## src/rtl/gpu_char_writer.sv

```systemverilog
// Read-modify-write of one char (16-bit) or pixel-block (8-bit) slot in 64-bit display memory.
// Define GPU_WRITER_CLEAR_EN to implement the clear command (op 2); otherwise op 2 is dropped.
module gpu_char_writer (
  input  logic        clock,
  input  logic        reset,
  input  logic        cmdValid,
  output logic        cmdReady,
  input  logic [1:0]  cmdOp,
  input  logic [6:0]  cmdX,
  input  logic [5:0]  cmdY,
  input  logic [15:0] cmdData,
  output logic [10:0] memAddress,
  input  logic [63:0] memReadData,
  output logic [63:0] memWriteData,
  output logic        memWriteEnable,
  output logic        busy
);

`ifdef GPU_WRITER_CLEAR_EN
  typedef enum logic [2:0] {StIdle, StRead, StWait, StWrite, StClear} state_e;
  localparam logic [10:0] LastAddr = 11'd1199;
`else
  typedef enum logic [1:0] {StIdle, StRead, StWait, StWrite} state_e;
`endif

  state_e      state_q, state_d;
  logic [10:0] addr_q, addr_d;
  logic        pixel_q, pixel_d;
  logic [2:0]  slot_q, slot_d;
  logic [15:0] data_q, data_d;
  logic [63:0] rdata_q, rdata_d;
  logic        drop_q, drop_d;

  logic        accept, char_ok, pixel_ok;
  logic [10:0] char_addr, pixel_addr;
  logic [5:0]  shamt;
  logic [63:0] slot_mask, slot_bits;

  assign char_ok    = (cmdX <= 7'd79) && (cmdY <= 6'd29);
  assign pixel_ok   = (cmdX <= 7'd79) && (cmdY <= 6'd59);
  assign char_addr  = {5'd0, cmdY} * 11'd20 + {6'd0, cmdX[6:2]};
  assign pixel_addr = 11'd600 + {5'd0, cmdY} * 11'd10 + {7'd0, cmdX[6:3]};

  assign cmdReady   = (state_q == StIdle) && !reset;
  assign accept     = cmdValid && cmdReady;
  assign busy       = (state_q != StIdle);
  assign memAddress = addr_q;

  // Slot 0 is the most significant lane, so the shift distance counts down from the top.
  always_comb begin
    if (pixel_q) begin
      shamt     = {~slot_q, 3'b000};
      slot_mask = 64'hFF << shamt;
      slot_bits = {56'd0, data_q[7:0]} << shamt;
    end else begin
      shamt     = {~slot_q[1:0], 4'b0000};
      slot_mask = 64'hFFFF << shamt;
      slot_bits = {48'd0, data_q} << shamt;
    end
  end

  always_comb begin
    memWriteEnable = 1'b0;
    memWriteData   = '0;
    if (state_q == StWrite) begin
      memWriteEnable = 1'b1;
      memWriteData   = (rdata_q & ~slot_mask) | slot_bits;
    end
`ifdef GPU_WRITER_CLEAR_EN
    if (state_q == StClear) memWriteEnable = 1'b1;
`endif
  end

  always_comb begin
    state_d = state_q;
    addr_d  = addr_q;
    pixel_d = pixel_q;
    slot_d  = slot_q;
    data_d  = data_q;
    rdata_d = rdata_q;
    drop_d  = drop_q;
    case (state_q)
      StIdle: begin
        if (accept) begin
          pixel_d = (cmdOp == 2'd1);
          slot_d  = (cmdOp == 2'd1) ? cmdX[2:0] : {1'b0, cmdX[1:0]};
          data_d  = cmdData;
          // Dropped commands spend one cycle in WAIT so busy still pulses once.
          drop_d  = 1'b1;
          state_d = StWait;
          case (cmdOp)
            2'd0: if (char_ok) begin
              addr_d  = char_addr;
              drop_d  = 1'b0;
              state_d = StRead;
            end
            2'd1: if (pixel_ok) begin
              addr_d  = pixel_addr;
              drop_d  = 1'b0;
              state_d = StRead;
            end
`ifdef GPU_WRITER_CLEAR_EN
            2'd2: begin
              addr_d  = '0;
              drop_d  = 1'b0;
              state_d = StClear;
            end
`endif
            default: ;
          endcase
        end
      end
      StRead:  state_d = StWait;
      StWait: begin
        rdata_d = memReadData;
        state_d = drop_q ? StIdle : StWrite;
      end
      StWrite: state_d = StIdle;
`ifdef GPU_WRITER_CLEAR_EN
      StClear: begin
        if (addr_q == LastAddr) state_d = StIdle;
        else                    addr_d  = addr_q + 11'd1;
      end
`endif
      default: state_d = StIdle;
    endcase
  end

  always_ff @(posedge clock) begin
    if (reset) begin
      state_q <= StIdle;
      addr_q  <= '0;
      pixel_q <= 1'b0;
      slot_q  <= '0;
      data_q  <= '0;
      rdata_q <= '0;
      drop_q  <= 1'b0;
    end else begin
      state_q <= state_d;
      addr_q  <= addr_d;
      pixel_q <= pixel_d;
      slot_q  <= slot_d;
      data_q  <= data_d;
      rdata_q <= rdata_d;
      drop_q  <= drop_d;
    end
  end

endmodule
```

## config.mk

```make
export PLATFORM = sky130hd
export DESIGN_NAME = gpu_char_writer
export DESIGN_NICKNAME = d
export VERILOG_FILES = /design/src/rtl/gpu_char_writer.sv
export SDC_FILE = /design/constraint.sdc
export NUM_CORES = 1
export LEC_CHECK = 0
export BUFFER_PORTS_ARGS = -buffer_cell sky130_fd_sc_hd__buf_2
export CELL_PAD_IN_SITES_DETAIL_PLACEMENT = 1
export CELL_PAD_IN_SITES_GLOBAL_PLACEMENT = 2
export CORE_ASPECT_RATIO = 0.75
export CORE_MARGIN = 1
export CORE_UTILIZATION = 25
export CTS_CLUSTER_DIAMETER = 120
export DETAILED_ROUTE_END_ITERATION = 10
export PLACE_DENSITY = 0.78
export SLEW_MARGIN = 20
export SYNTH_ARGS = -nofsm -noshare
export SYNTH_HDL_FRONTEND = slang
export SYNTH_SLANG_ARGS = --single-unit
```

## constraint.sdc

```tcl
create_clock -name clock -period 2.8 [get_ports clock]
set_clock_uncertainty 0.1 [all_clocks]
set_input_delay 0.28 -clock clock [delete_from_list [all_inputs] [get_ports clock]]
set_output_delay 0.28 -clock clock [all_outputs]
set_load 0.01 [all_outputs]
```

==> results of run 1 <==
[tightest hold or removal path, delay by kind of cell]
kind	cells	cell delay [ns]
simple gates	2	0.08
buf+inv	1	0.08
[logic make-up (layout without fill, tap and decap cells)]
group | count (synthesis) | count (layout) | synth area share (%)
simple gates | 344 | 344 | 26.57
other cells | 0 | 1 | 0
mux | 33 | 33 | 5.945
compound gates | 186 | 186 | 20.11
buf+inv | 69 | 235 | 4.864
flops | 98 | 98 | 35.31
fa+ha+maj | 22 | 22 | 5.494
xor+xnor | 10 | 10 | 1.711
[per-layer routing]
| metal | routed length (um) | up-vias |
|---|---|---|
| met4 | 144 | 0 |
| li1 | - | 2907 |
| met2 | 9383 | 125 |
| met3 | 973 | 11 |
| met5 | 0 | - |
| met1 | 10970 | 2719 |
[stage by stage]
stage,instance area (sq um),worst slack (ns)
after global placement,6843,-0.06789
after floorplan,5557,0.02371
final,7137,0.1387
after global routing,7134,0.03868
after detailed placement,6843,-0.1351
after CTS,7129,0.1345
[how the worst max path moves through the flow]
stage	start	endpoint	slack, ns	cells after the start
floorplan	cmdY[1]	memAddress[7]	0.02	11
global placement	cmdY[1]	memAddress[8]	-0.07	13
detailed placement	cmdY[1]	memAddress[8]	-0.14	13
CTS	slot_q[1]	memWriteData[26]	0.13	7
global route	slot_q[0]	memWriteData[43]	0.04	6
finish	slot_q[0]	memWriteData[47]	0.14	6
[sequential cells by signal (all words and copies together), names as in the netlist]
name	count
data_q	16
drop_q	1
memAddress	11
pixel_q	1
rdata_q	64
slot_q	3
state_q	2
[final cells by class]
class,count,area share (%)
Antenna cell,1,0.03506
Clock buffer,10,3.349
Clock inverter,6,0.6662
Inverter,10,0.5259
Multi-Input combinational cell,595,46.83
Sequential cell,98,27.49
Tap cell,288,5.049
Timing Repair Buffer,209,16.06
[power by group]
| group | switching, mW | leakage, nW | internal [mW] |
|---|---|---|---|
| clock network | 0.588 | 0.145 | 0.639 |
| registers | 0.141 | 0.800 | 1.51 |
| logic | 0.548 | 2.16 | 0.401 |
[synth_stat cells (all sizes together) (5+ instances only)]
master,n
nand2,215
a21oi,104
dfxtp,98
nor2,66
clkbuf,45
mux2i,33
a22oi,24
nand3b,21
o21ai,20
ha,18
buf,14
nor2b,11
nor3,11
inv,10
o31ai,9
a21o,5
nand3,5
xnor2,5
xor2,5
[timing repair]
action / in CTS / in global routing
setup endpoints to repair: 0 / 5
resized for setup: 0 / 2
endpoints found under the hold margin: 0 / 0
==> flow_summary.yaml, run 1 <==
global_routing:
  track_usage_pct: 18.99
  busiest_layer: "met2"
  grt_pass1_wl_um: 33770
  antenna_found_initial: 1
  use_met2_pct: 28.56
  overflow: 0
  grtUsageMet1_pct: 27.84
  use_met3_pct: 3.877
  grt_pass1_vias: 5778
  grt_max_degree: 66
worst_hold_path:
  min_from: "cmdData[7]"
  holdPathEnd: "data_q[7]"
  min_delay_path_depth: 3
  hp-class: "in2reg"
clock_network:
  cts.sinks: 98
  path_clk_slew_ns: 0.07
  clock_latency_ns: 0.35
  max-clock-path-buffers: 2
  tritoncts: "yes"
  cts-root-buf: "clkbuf_16"
  hold_buffers: 0
  postCtsSetupBuffers: 0
  htree_levels: 3
  cts_buffers: 9
critical_path:
  r2r_setup_slack_ns: 1.00
  start_kind: "flip-flop"
  cp_cell_sequence: "nand2b_1 > nor2_1 > nor2_1 > nand2_1 > a21oi_1 > buf_2"
  arrival_ns: 2.28
  crit_fanout: 11
  reg2regPathDepth: 6
  critPathTopFamily: "simple AND/OR/NAND/NOR gates"
  cp-end-kind: "primary output"
  r2r_end: "memAddress[7]"
  required_ns: 2.42
  crit_slowest_cell: "dfxtp_1"
  critPathMostFrequentCell: "nor2_1"
  path_class: "reg2out"
  cpPeakStageDelay_ns: 0.55
  path_buf_inv: 1
  r2r_start: "state_q[0]"
status:
  status: "finished, final reports clean"
sta:
  rsz0062_at_grt: "no"
  drv_slew: 0
  period_minus_slack_ns: 2.661
  layout_worst_path_cycle_share_pct: 95.05
  slew_headroom_pct: 53.76
  setup_viol: 0
  fmax_mhz: 375.8
  whs_ns: 0.01769
  tns_ns: 0
  worst_pin_slew_ns: 0.6936
  hold_viol: 0
power:
  powerDensity_mw_per_mm2: 535.5
  total_power_mw: 3.822
  ir_drop_uv: 297.6
  power.leakage_nw: 3.102
routing:
  vias_per_cell: 4.735
  firstDrtPassIters: 5
  ant_nets: 0
  totalWireLength_um: 21470
  drc: 0
  drt-initial-drc-count: 405
  wl_per_cell_um: 17.65
  dr_total_vias: 5762
yosys:
  synth-async-reset-ratio_pct: 0
  yosysWarnings: 0
  postSynthAreaPerCell_sq_um: 7.292
  synth_seq_area_share_pct: 35.31
  synth_fp_nets: 882
  syn-cell-area_sq_mm: 0.005557
  yosysUniqueCellTypes: 50
  synth_edf_count: 0
  yosysTopAreaCellShare_pct: 35.31
  synth_ff_type: "dfxtp_1"
  syn_inst: 762
  synthTopCellsByArea: "dfxtp_1 35%, nand2_1 15%, a21oi_1 9.3%, mux2i_1 5.9%, nor2_1 4.3%"
  yosys.area.top_type: "dfxtp_1"
  synth-seq-cells: 98
placed_design:
  place_inst: 1200
  port_buffers: 175
  place.gp.congestion: 0.8294
  hpwlAfterDp_um: 15820
finish:
  fillCellCount: 2741
  areaGrowthSynthToFinish_pct: 28.44
  layout.area.seq_sq_mm: 0.001962
  final_common_cell: "nand2_1"
  final_cell_mix: "214 x nand2_1, 174 x buf_2, 103 x a21oi_1, 98 x dfxtp_1, 62 x nor2_1"
  multi_input_area_sq_mm: 0.003342
  num-nets-final: 1043
  drive_gt1_share_pct: 25.97
  fin_cells: 1217
  fin_util_pct: 33.24
die:
  chipHeight_um: 131.1
  rows: 46
  start_util_pct: 25.88
  io_pins: 176
  core-area_sq_mm: 0.02147
  die_area_sq_mm: 0.02283
  die_w_um: 174.2
run:
  maxCapViolations: 0
No activity file was read; power rests on OpenSTA's default activity.
==> inputs of run 2 (changes only) <==
--- a/config.mk
+++ b/config.mk
@@ -8,12 +8,12 @@
 export BUFFER_PORTS_ARGS = -buffer_cell sky130_fd_sc_hd__buf_2
 export CELL_PAD_IN_SITES_DETAIL_PLACEMENT = 1
 export CELL_PAD_IN_SITES_GLOBAL_PLACEMENT = 2
-export CORE_ASPECT_RATIO = 0.75
+export CORE_ASPECT_RATIO = 1.2
 export CORE_MARGIN = 1
-export CORE_UTILIZATION = 25
+export CORE_UTILIZATION = 28
 export CTS_CLUSTER_DIAMETER = 120
 export DETAILED_ROUTE_END_ITERATION = 10
-export PLACE_DENSITY = 0.78
+export PLACE_DENSITY = 0.83
 export SLEW_MARGIN = 20
 export SYNTH_ARGS = -nofsm -noshare
 export SYNTH_HDL_FRONTEND = slang
==> constraint.sdc (replaced) <==
create_clock -name clock -period 3.05 [get_ports clock]
set_clock_uncertainty 0.1 [all_clocks]
set_input_delay 0.305 -clock clock [delete_from_list [all_inputs] [get_ports clock]]
set_output_delay 0.305 -clock clock [all_outputs]
set_load 0.01 [all_outputs]
==> flow_summary.yaml, run 2 (synthesis results as in run 1) <==
status:
  status: "finished, final reports clean"
clock_network:
  ctsResizeCount: 0
  tritoncts: "yes"
  cts_buffers: 9
  cts.sinks: 98
  clock_latency_ns: 0.35
  max-clock-path-buffers: 2
  postCtsSetupBuffers: 0
  hold_buffers: 0
  cts-root-buf: "clkbuf_16"
  htree_levels: 3
  path_clk_slew_ns: 0.07
routing:
  vias_per_cell: 4.891
  wl_per_cell_um: 17.59
  firstDrtPassIters: 4
  drt-initial-drc-count: 235
  ant_nets: 0
  drc: 0
  dr_total_vias: 5723
  totalWireLength_um: 20580
placed_design:
  port_buffers: 175
  place.gp.congestion: 0.7523
  placed_cell_area_sq_mm: 0.006679
  hpwlAfterDp_um: 14530
  place_inst: 1154
finish:
  num-nets-final: 1024
  fin_util_pct: 35.92
  fillCellCount: 2494
  areaGrowthSynthToFinish_pct: 25.92
  top_register: "rdata_q"
  final_cell_mix: "214 x nand2_1, 174 x buf_2, 103 x a21oi_1, 98 x dfxtp_1, 64 x nor2_1"
  final_common_cell: "nand2_1"
  layout.area.seq_sq_mm: 0.001962
  drive_gt1_share_pct: 24.12
  fin_cells: 1170
  final_area_sq_mm: 0.006997
  largest_register_ffs: 64
  multi_input_area_sq_mm: 0.003337
die:
  core-area_sq_mm: 0.01948
  chipHeight_um: 156.3
  die_area_sq_mm: 0.02041
  start_util_pct: 28.53
  rows: 56
  io_pins: 176
  die_w_um: 130.6
sta:
  setup_viol: 0
  rsz0062_at_grt: "no"
  whs_ns: 0.03251
  hold_viol: 0
  slew_headroom_pct: 29.59
  drv_slew: 0
  period_minus_slack_ns: 2.728
  fmax_mhz: 366.5
  worst_pin_slew_ns: 1.056
  layout_worst_path_cycle_share_pct: 89.45
global_routing:
  antenna_found_initial: 3
  grt_max_degree: 99
  track_usage_pct: 20.43
  grt_pass1_vias: 5631
  grt_pass1_wl_um: 31170
  overflow: 0
power:
  power.leakage_nw: 3.019
  total_power_mw: 3.589
  ir_drop_uv: 274.8
  powerDensity_mw_per_mm2: 512.9
critical_path:
  critPathTopFamily: "simple AND/OR/NAND/NOR gates"
  arrival_ns: 2.32
  required_ns: 2.64
  path_buf_inv: 2
  cpPeakStageDelay_ns: 0.52
  cp-end-kind: "primary output"
  path_class: "reg2out"
  r2r_setup_slack_ns: 1.05
  crit_slowest_cell: "dfxtp_1"
  start_kind: "flip-flop"
  critPathMostFrequentCell: "nor2_1"
  crit_fanout: 11
  cp_cell_sequence: "nand2b_1 > nor2_1 > buf_4 > nor2_1 > nand2_1 > a21oi_1 > buf_2"
run:
  maxCapViolations: 0
worst_hold_path:
  hp-class: "in2reg"
run 2: changes by cell type in the layout (fill, tap and decap cells not counted), sizes merged:
cell,before,now
clkinv,3,1
clkinvlp,0,1
inv,13,12
buf,209,190
bufinv,0,2
clkbuf,10,9
run 2: final timing paths:
check / startpoint / end / cells past startpoint
max: slot_q[0] / memWriteData[40] / 7
max reg2reg: state_q[0] / memAddress[7] / 7
min reg2reg: rdata_q[16] / rdata_q[16] / 2
min: cmdData[12] / data_q[12] / 3
run 2: routing by layer:
metal	wire, um	up-vias	GRT usage (%)	part of all wire (%)
met5	23	-	0	0.11
met4	578	4	8.648	2.8
met3	811	32	2.701	3.9
met2	10050	130	34.74	49
met1	9115	2687	25.57	44
li1	-	2870	-	-
run 2: power breakdown:
group / total, mW / internal, mW / leakage [nW] / switching [mW]
combinational: 0.823 / 0.336 / 2.07 / 0.487
sequential: 1.51 / 1.38 / 0.800 / 0.129
clock: 1.25 / 0.720 / 0.152 / 0.535
total: 3.59 / 2.44 / 3.02 / 1.15
run 2: final cells by class:
cell class | count | area share [%]
antenna | 1 | 0.03577
clock buffer | 9 | 3.219
clock inverter | 6 | 1.288
inverter | 10 | 0.5365
multi-input combinational | 595 | 47.69
sequential | 98 | 28.04
tap | 261 | 4.667
timing repair buffer | 190 | 14.52
run 2: stage by stage:
stage	setup TNS, ns	setup WS (ns)
final	0	0.3217
after CTS	0	0.3394
after floorplan	0	0.2487
after global placement	0	0.1227
after global routing	0	0.1545
after detailed placement	-0.02726	-0.02726
run 2: worst register-to-register path, cell delays in order (launching register included):
cell	delay [ns]
dfxtp_1	0.41
nor3_2	0.28
nand2_1	0.09
buf_4	0.22
or2_1	0.38
a221oi_2	0.22
o21ai_1	0.11
a21oi_2	0.11
